[config.mk]
export PLATFORM = sky130hd
export DESIGN_NAME = data_demux
export DESIGN_NICKNAME = d
export VERILOG_FILES = /design/src/rtl/data_demux_pkg.sv /design/src/rtl/demux_slot.sv /design/src/rtl/data_demux.sv
export SDC_FILE = /design/constraint.sdc
export NUM_CORES = 1
export LEC_CHECK = 0
export CAP_MARGIN = 5
export CORE_MARGIN = 5
export CORE_UTILIZATION = 60
export CTS_CLUSTER_DIAMETER = 50
export DETAILED_ROUTE_END_ITERATION = 16
export DONT_BUFFER_PORTS = 1
export PLACE_DENSITY = 0.76
export SETUP_SLACK_MARGIN = 0.2
export SYNTH_ARGS = -nofsm -noshare
export SYNTH_HDL_FRONTEND = slang
export SYNTH_SLANG_ARGS = --single-unit
[constraint.sdc]
create_clock -name clk -period 1.6 [get_ports clk]
set_input_delay 0.16 -clock clk [delete_from_list [all_inputs] [get_ports clk]]
set_output_delay 0.16 -clock clk [all_outputs]
set_load 0.01 [all_outputs]
[src/rtl/data_demux_pkg.sv]
// -----------------------------------------------------------------------------
// data_demux_pkg
//   Shared constants and types for the data_demux block and its slot
//   sub-module.
//
//   NCH          : number of output channels (selects 0..NCH-1)
//   DW_DEFAULT   : default data word width
//   SEL_W        : width of the channel select
//   SEL_ILLEGAL  : select code that is never a channel; words sent to it
//                  are discarded
//   slot_state_e : one-entry slot state encoding (EMPTY=0, FULL=1)
// -----------------------------------------------------------------------------
package data_demux_pkg;

  localparam int NCH        = 7;
  localparam int DW_DEFAULT = 32;
  localparam int SEL_W      = 3;

  localparam logic [SEL_W-1:0] SEL_ILLEGAL = 3'b111;

  typedef enum logic {
    SLOT_EMPTY = 1'b0,
    SLOT_FULL  = 1'b1
  } slot_state_e;

  // True when a select code addresses a real channel.
  function automatic logic sel_is_legal(input logic [SEL_W-1:0] sel);
    return sel != SEL_ILLEGAL;
  endfunction

endpackage

[src/rtl/demux_slot.sv]
// -----------------------------------------------------------------------------
// demux_slot
//   One-entry output register for a single demux channel. Holds at most one
//   word; a load while the held word is being drained replaces it in the same
//   cycle, so a channel sustains one word per clock with no bubble.
//
// Parameters
//   DW        : data width
// Ports
//   clk       : clock, all state on rising edge
//   rst       : synchronous active-high reset (slot EMPTY, data 0)
//   load      : write load_data into the slot this cycle
//   drain     : sink ready; together with valid the held word leaves
//   load_data : word to store
//   valid     : slot is FULL (registered)
//   can_load  : slot can take a word this cycle (EMPTY, or FULL and draining)
//   data      : held word (registered; keeps last value when EMPTY)
// -----------------------------------------------------------------------------
module demux_slot
  import data_demux_pkg::*;
#(
  parameter int DW = DW_DEFAULT
) (
  input  logic          clk,
  input  logic          rst,
  input  logic          load,
  input  logic          drain,
  input  logic [DW-1:0] load_data,
  output logic          valid,
  output logic          can_load,
  output logic [DW-1:0] data
);

  slot_state_e   state_q, state_d;
  logic [DW-1:0] data_q,  data_d;

  always_ff @(posedge clk) begin
    if (rst) begin
      state_q <= SLOT_EMPTY;
      data_q  <= '0;
    end else begin
      state_q <= state_d;
      data_q  <= data_d;
    end
  end

  // A load always wins: on a simultaneous drain the slot stays FULL and is
  // refilled with the new word. A drain without a load empties the slot but
  // leaves the data register untouched.
  always_comb begin
    state_d = state_q;
    data_d  = data_q;
    if (load) begin
      state_d = SLOT_FULL;
      data_d  = load_data;
    end else if ((state_q == SLOT_FULL) && drain) begin
      state_d = SLOT_EMPTY;
    end
  end

  assign valid    = (state_q == SLOT_FULL);
  assign can_load = (state_q == SLOT_EMPTY) || drain;
  assign data     = data_q;

endmodule

[src/rtl/data_demux.sv]
// -----------------------------------------------------------------------------
// data_demux
//   Routes each accepted input word to one of NCH output channels selected by
//   in_sel. Every channel owns a one-entry slot (demux_slot), so a stalled
//   channel only blocks inputs that select it. Select SEL_ILLEGAL is always
//   accepted and the word is discarded.
//
// Build option
//   DATA_DEMUX_ERR_EN : when defined, accepting an illegal select sets the
//                       sticky err_sel flag (cleared only by rst). When not
//                       defined, err_sel is tied 0.
//
// Parameters
//   DW        : data width
//   NCH       : number of channels (at most 7, selects 0..NCH-1)
// Ports
//   clk       : clock
//   rst       : synchronous active-high reset
//   in_valid  : in_data/in_sel presented
//   in_ready  : word accepted this cycle when high together with in_valid
//   in_data   : word to route
//   in_sel    : destination channel, 3'b111 illegal
//   out_valid : per-channel valid (registered)
//   out_ready : per-channel sink ready
//   out_data  : channel k at bits [k*DW +: DW] (registered)
//   err_sel   : sticky illegal-select flag
// -----------------------------------------------------------------------------
module data_demux #(
  parameter int DW  = data_demux_pkg::DW_DEFAULT,
  parameter int NCH = data_demux_pkg::NCH
) (
  input  logic                            clk,
  input  logic                            rst,
  input  logic                            in_valid,
  output logic                            in_ready,
  input  logic [DW-1:0]                   in_data,
  input  logic [data_demux_pkg::SEL_W-1:0] in_sel,
  output logic [NCH-1:0]                  out_valid,
  input  logic [NCH-1:0]                  out_ready,
  output logic [NCH*DW-1:0]               out_data,
  output logic                            err_sel
);

  localparam int NSEL = 1 << data_demux_pkg::SEL_W;

  // Per-select-code "can take a word" flags. Codes with no channel behind
  // them (including SEL_ILLEGAL) read as ready so such words are consumed
  // and dropped instead of stalling the input. Indexing this full-width
  // vector by in_sel never goes out of range.
  logic [NSEL-1:0] ready_pad;
  logic [NCH-1:0]  slot_load;
  logic            accept;

  // in_ready never looks at in_valid, so a source may wait for ready first.
  assign in_ready = (!data_demux_pkg::sel_is_legal(in_sel)) | ready_pad[in_sel];

  // No word is taken while reset is asserted, even if in_ready is high.
  assign accept = in_valid & in_ready & ~rst;

  genvar gi;
  generate
    for (gi = 0; gi < NSEL; gi++) begin : g_sel
      if (gi < NCH) begin : g_ch
        assign slot_load[gi] = accept &&
                               (in_sel == data_demux_pkg::SEL_W'(gi));

        demux_slot #(
          .DW(DW)
        ) u_slot (
          .clk       (clk),
          .rst       (rst),
          .load      (slot_load[gi]),
          .drain     (out_ready[gi]),
          .load_data (in_data),
          .valid     (out_valid[gi]),
          .can_load  (ready_pad[gi]),
          .data      (out_data[gi*DW +: DW])
        );
      end else begin : g_pad
        assign ready_pad[gi] = 1'b1;
      end
    end
  endgenerate

`ifdef DATA_DEMUX_ERR_EN
  logic err_q, err_d;

  always_comb begin
    err_d = err_q;
    if (accept && !data_demux_pkg::sel_is_legal(in_sel)) begin
      err_d = 1'b1;
    end
  end

  always_ff @(posedge clk) begin
    if (rst) begin
      err_q <= 1'b0;
    end else begin
      err_q <= err_d;
    end
  end

  assign err_sel = err_q;
`else
  assign err_sel = 1'b0;
`endif

endmodule

Yosys cells after proc, flatten, opt, wreduce, memory -nomap -nowiden
Cells that the tools add are included.

storage, ports and cells
  output and inout bits = 233
  input bits = 45
  memory bits (writable) = 0
  bits in registers = 231
  memories = 0
  memory bits (read-only) = 0
  latch bits = 0

cells by class
  add/sub/neg operators = 0
  muxes and demuxes = 16
  shift-type cells = 0
  equal/unequal tests = 7
  bitwise gates (word level) = 11
  multipliers = 0
  div/mod/pow operators = 0
  order comparisons = 1
  reduce and logical (&&, ||, !) cells = 30

operators by type and width
  cell                  count
  $mux W1               15
  $logic_and A1 B1 Y1   14
  $reduce_bool A2 Y1    7
  $eq A3 B3 Y1 const B  3
  $not A1 Y1            8
  $logic_or A1 B1 Y1    7
  $eq A3 B2 Y1 const B  2
  $lt A3 B4 Y1 const B  1
  $bmux W1 S3           1
  $eq A3 B1 Y1 const B  1
  $logic_not A3 Y1      1
  $ne A3 B3 Y1 const B  1
  $and A1 B1 Y1         2
  $logic_not A1 Y1      1
  $or A1 B1 Y1          1

Depth between registers and ports, before layout
  depth after elaboration = 9
  gate-level depth with buffers = 6
  gate-level depth less buffers = 3

By module
Synthesis repeated with hierarchy kept, for this count alone.

second synthesis, totals
  cells, all modules = 782
  area, all modules = 8609.5 um^2

modules (own cells, without submodules)
  module      times used  area an instance (um^2)  cells each
  demux_slot  7           1204.9                   108
  data_demux  1           175.2                    26

Worst setup path after synthesis
OpenSTA, ideal clock, no wires.

  path type = input port to output port
  start = input in_sel[1] in the netlist's numbering
  end = output in_ready
  required time = 1.440 ns
  stages = 4
  path buffers = 1
  data arrival time = 1.077 ns
  path slack = 0.363 ns
  path through = buf_4 -> or3b_1 -> a221oi_1 -> a22oi_1

between the ends
  longest elaborated chain between the ends = 3
  elaborated cells on any way between the ends = 5
  those cells by class = eq/ne: 1; mux: 2; bitwise: 1; reduce/logical: 1

ends and longest elaborated chain
  what                                                               RTL line                                text
  start, declared                                                    data_demux.sv:37                        input logic [data_demux_pkg::SEL_W-1:0] in_sel,
  $bmux W1 S3 or $ne A3 B3 Y1 (tied branches)                        data_demux.sv:55, data_demux_pkg.sv:28
  $mux W1 (not written as such) or $logic_not A1 Y1 (tied branches)  data_demux.sv:55                        assign in_ready = (!data_demux_pkg::sel_is_legal(in_sel)) | ready_pad[in_sel];
  $or A1 B1 Y1 *                                                     data_demux.sv:55
  end, declared                                                      data_demux.sv:35                        output logic in_ready,

Every way passes the cells marked *; elsewhere a longest branch is shown, timed or not. The select of a mux whose other input is x is not followed.

Worst setup path after layout
  start = register g_sel[5].g_ch.u_slot.state_q
  end = output in_ready

between the ends
  longest elaborated chain between the ends = 5

ends and longest elaborated chain
  what                           RTL line          text
  start, declared                demux_slot.sv:34  slot_state_e state_q, state_d;
  start signal, assigned         demux_slot.sv:42  state_q <= state_d;
  $not A1 Y1                     demux_slot.sv:62  assign can_load = (state_q == SLOT_EMPTY) || drain;
  $logic_or A1 B1 Y1             demux_slot.sv:62
  $bmux W1 S3                    data_demux.sv:55
  $mux W1 (not written as such)  data_demux.sv:55
  $or A1 B1 Y1                   data_demux.sv:55

No other way between the ends. The select of a mux whose other input is x is not followed.

==> flow_summary.yaml <==
run_status:
  outcome: "finished with violations"
  failed_checks: "negative hold slack, negative setup slack"
detailed_routing:
  num_vias: 8577
  drt_drc_violations_left: 0
  drtAntennaViolNets: 0
  wl_per_cell_um: 25.0
  wl_um: 33600
  dr.pass1.iters: 5
  avgViaCountPerCell: 6.40
  drt-initial-drc-count: 1183
global_routing:
  grt_pass1_wl_um: 49700
  grt_max_degree: 264
  use_met1_pct: 39.7
  grt_pass1_vias: 8445
  grt_util_all_layers_pct: 34.3
  busiest_layer: "met2"
  use_met2_pct: 56.9
  grtUsageMet3_pct: 13.2
  antenna_found_initial: 2
  grt_overflow: 0
die:
  dieWidth_um: 135
  initial_core_util_pct: 61.4
  row_count: 45
  core-area_sq_um: 15300
  die_area_sq_um: 18200
  ios: 278
  die_h_um: 135
place:
  gp_congestion: 0.812
  dp_hpwl_um: 18000
  pre_cts_slack_ps: 174
  port_buffers: 0
synthesis:
  ys_seq_elements: 231
  syn-num-nets: 1045
  avgSynthCellArea_sq_um: 9.37
  syn_inst: 1000
  ys_seq_area_share_pct: 49.3
  synth-warning-count: 0
  synth_area_sq_um: 9370
  synth.distinct_cells: 34
power:
  leakage_nw: 4.23
  cellPowerDensity_nw_per_um2: 1040
  irDropWorstVdd_mv: 0.684
  report.power.total_mw: 12.4
sta:
  min_period_over_period_pct: 119
  setup_viol: 1
  fmax_mhz: 527
  rsz0062_at_grt: "true"
  drv_slew: 0
  setup_slack_ps: -297
  period_needed_ps: 1900
  finalHoldViolCount: 134
  whs_ps: -264
  skew_ps: 12.6
clock_tree:
  numCtsBuffers: 24
  cts_root_buf: "clkbuf_16"
  cts_htree_levels: 1
  clk_latency_ps: 520
  cts_num_sinks: 231
  clockBufferDepth: 3
  path_clk_slew_ps: 60
  cts_tree: "done"
setup_path:
  max_stage_delay_ps: 360
  path_class: "register to output pin"
  arrival_ps: 1740
  critPathMaxFanout: 2
  critPathBufInv: 1
  path_cells: "or3b_1, a221oi_2, a22oi_1, buf_4"
  path_delay_family: "compound AO/OA/AOI/OAI gates"
  crit_required_ps: 1440
  slowest_stage: "or3b_1"
  cp-start-kind: "register"
  crit_path_end_kind: "output pin"
final_layout:
  nFillCells: 947
  area_delta_synth_final_pct: 27.5
  nets: 1156
  layout-drive-gt1-share_pct: 8.24
hold_path:
  holdCritPathClass: "input port to register"
flow_run:
  drv_cap: 0
-- path summary, 6_finish.rpt --
path | start | endpoint | slack, ps | cells after the start
worst max-delay path | g_sel[5].g_ch.u_slot.valid$_SDFFE_PP0P_ | in_ready | -300 | 4
worst min-delay path | rst | g_sel[1].g_ch.u_slot.data[6]$_SDFFE_PP0P_ | -260 | 1
worst max register to register | g_sel[4].g_ch.u_slot.valid$_SDFFE_PP0P_ | g_sel[4].g_ch.u_slot.valid$_SDFFE_PP0P_ | 170 | 4
worst min register to register | g_sel[1].g_ch.u_slot.data[20]$_SDFFE_PP0P_ | g_sel[1].g_ch.u_slot.data[20]$_SDFFE_PP0P_ | 530 | 2
-- sequential cells by signal (all words and copies together), names as in the netlist --
signal / flops
g_sel.g_ch.u_slot.data: 224
g_sel.g_ch.u_slot.valid: 7
-- stage by stage --
stage	cell area (sq um)	hold WS [ps]	utilization, %	cells	TNS, ps
after floorplan	9370	308	-	1000	0
after global placement	9430	253	61.8	1131	0
after detailed placement	9430	259	61.8	1131	0
after CTS	11800	-268	77.6	1335	-262
after global routing	12000	-279	78.3	1341	-379
final	12000	-264	78.3	1341	-297
-- layout make-up --
type                       instances  area (sq um)  share of cell area (%)
inverter                           1          3.75                  0.0314
multi-input combinational        652          4220                    35.3
tap                              211           264                    2.21
antenna                            2          5.00                  0.0419
clock buffer                      37           741                    6.20
clock inverter                     6          36.3                   0.304
sequential                       231          4630                    38.7
timing repair buffer             201          2060                    17.2
-- what timing repair did --
item                                   4_1_cts  5_1_grt
buffers inserted                             0        2
pin swaps                                    2        1
cloned                                       0        1
endpoints found under the hold margin      231      135
setup endpoints to repair                   26       44
hold buffers                               161        1
resized for setup                            5       17
-- where the power goes --
part	internal, mW	leakage (nW)	switching [mW]
Combinational	0.388	1.97	0.438
Clock	3.18	0.384	2.34
Sequential	5.88	1.87	0.166
Total	9.45	4.23	2.95
-- synth_stat cells (all sizes together) --
master	count	area, sq um
nand3	96	480
or3b	1	8.76
nand2b	136	851
a22oi	1	7.51
nor2	2	10.0
or2	1	6.26
inv	1	3.75
nand4bb	3	33.8
a221oi	2	17.5
a21oi	134	671
conb	1	3.75
o211ai	1	7.51
nor2b	7	43.8
nor4bb	2	20.0
nand4	33	221
nand3b	1	7.51
and2b	1	7.51
nand4b	1	8.76
clkbuf	72	270
nor3b	1	12.5
buf	44	352
mux2i	96	961
dfxtp	231	4620
o21ai	97	485
nand2	2	7.51
and4b	1	10.0
o31ai	32	240
-- cells by family after synthesis --
logic type | Yosys count | synth area share (%)
buf+inv | 117 | 6.67
mux | 96 | 10.3
compound gates | 267 | 15.2
simple gates | 288 | 18.4
other cells | 1 | 0.0400
flops | 231 | 49.3
-- per-layer routing --
layer / wire, um / part of all wire (%)
met5: 0 / 0
met2: 16000 / 48
met3: 4340 / 13
met4: 1490 / 4.4
met1: 11700 / 35
-- placed cells by master (no fill, tap or decap), types with 4 or more instances in the layout --
cell type       instances
nand2b_1              136
o31ai_1                32
dlymetal6s4s_1          6
buf_12                  8
o21ai_1                 8
dfxtp_1               229
nand3_1                96
buf_4                  27
mux2i_1                94
clkinv_2                4
clkbuf_8                7
nor2b_2                 4
a21oi_1               134
dlygate4sd3_1         156
clkbuf_1                5
o21ai_0                89
nand4_1                32
clkbuf_16              26
No activity file was read; power rests on OpenSTA's default activity.
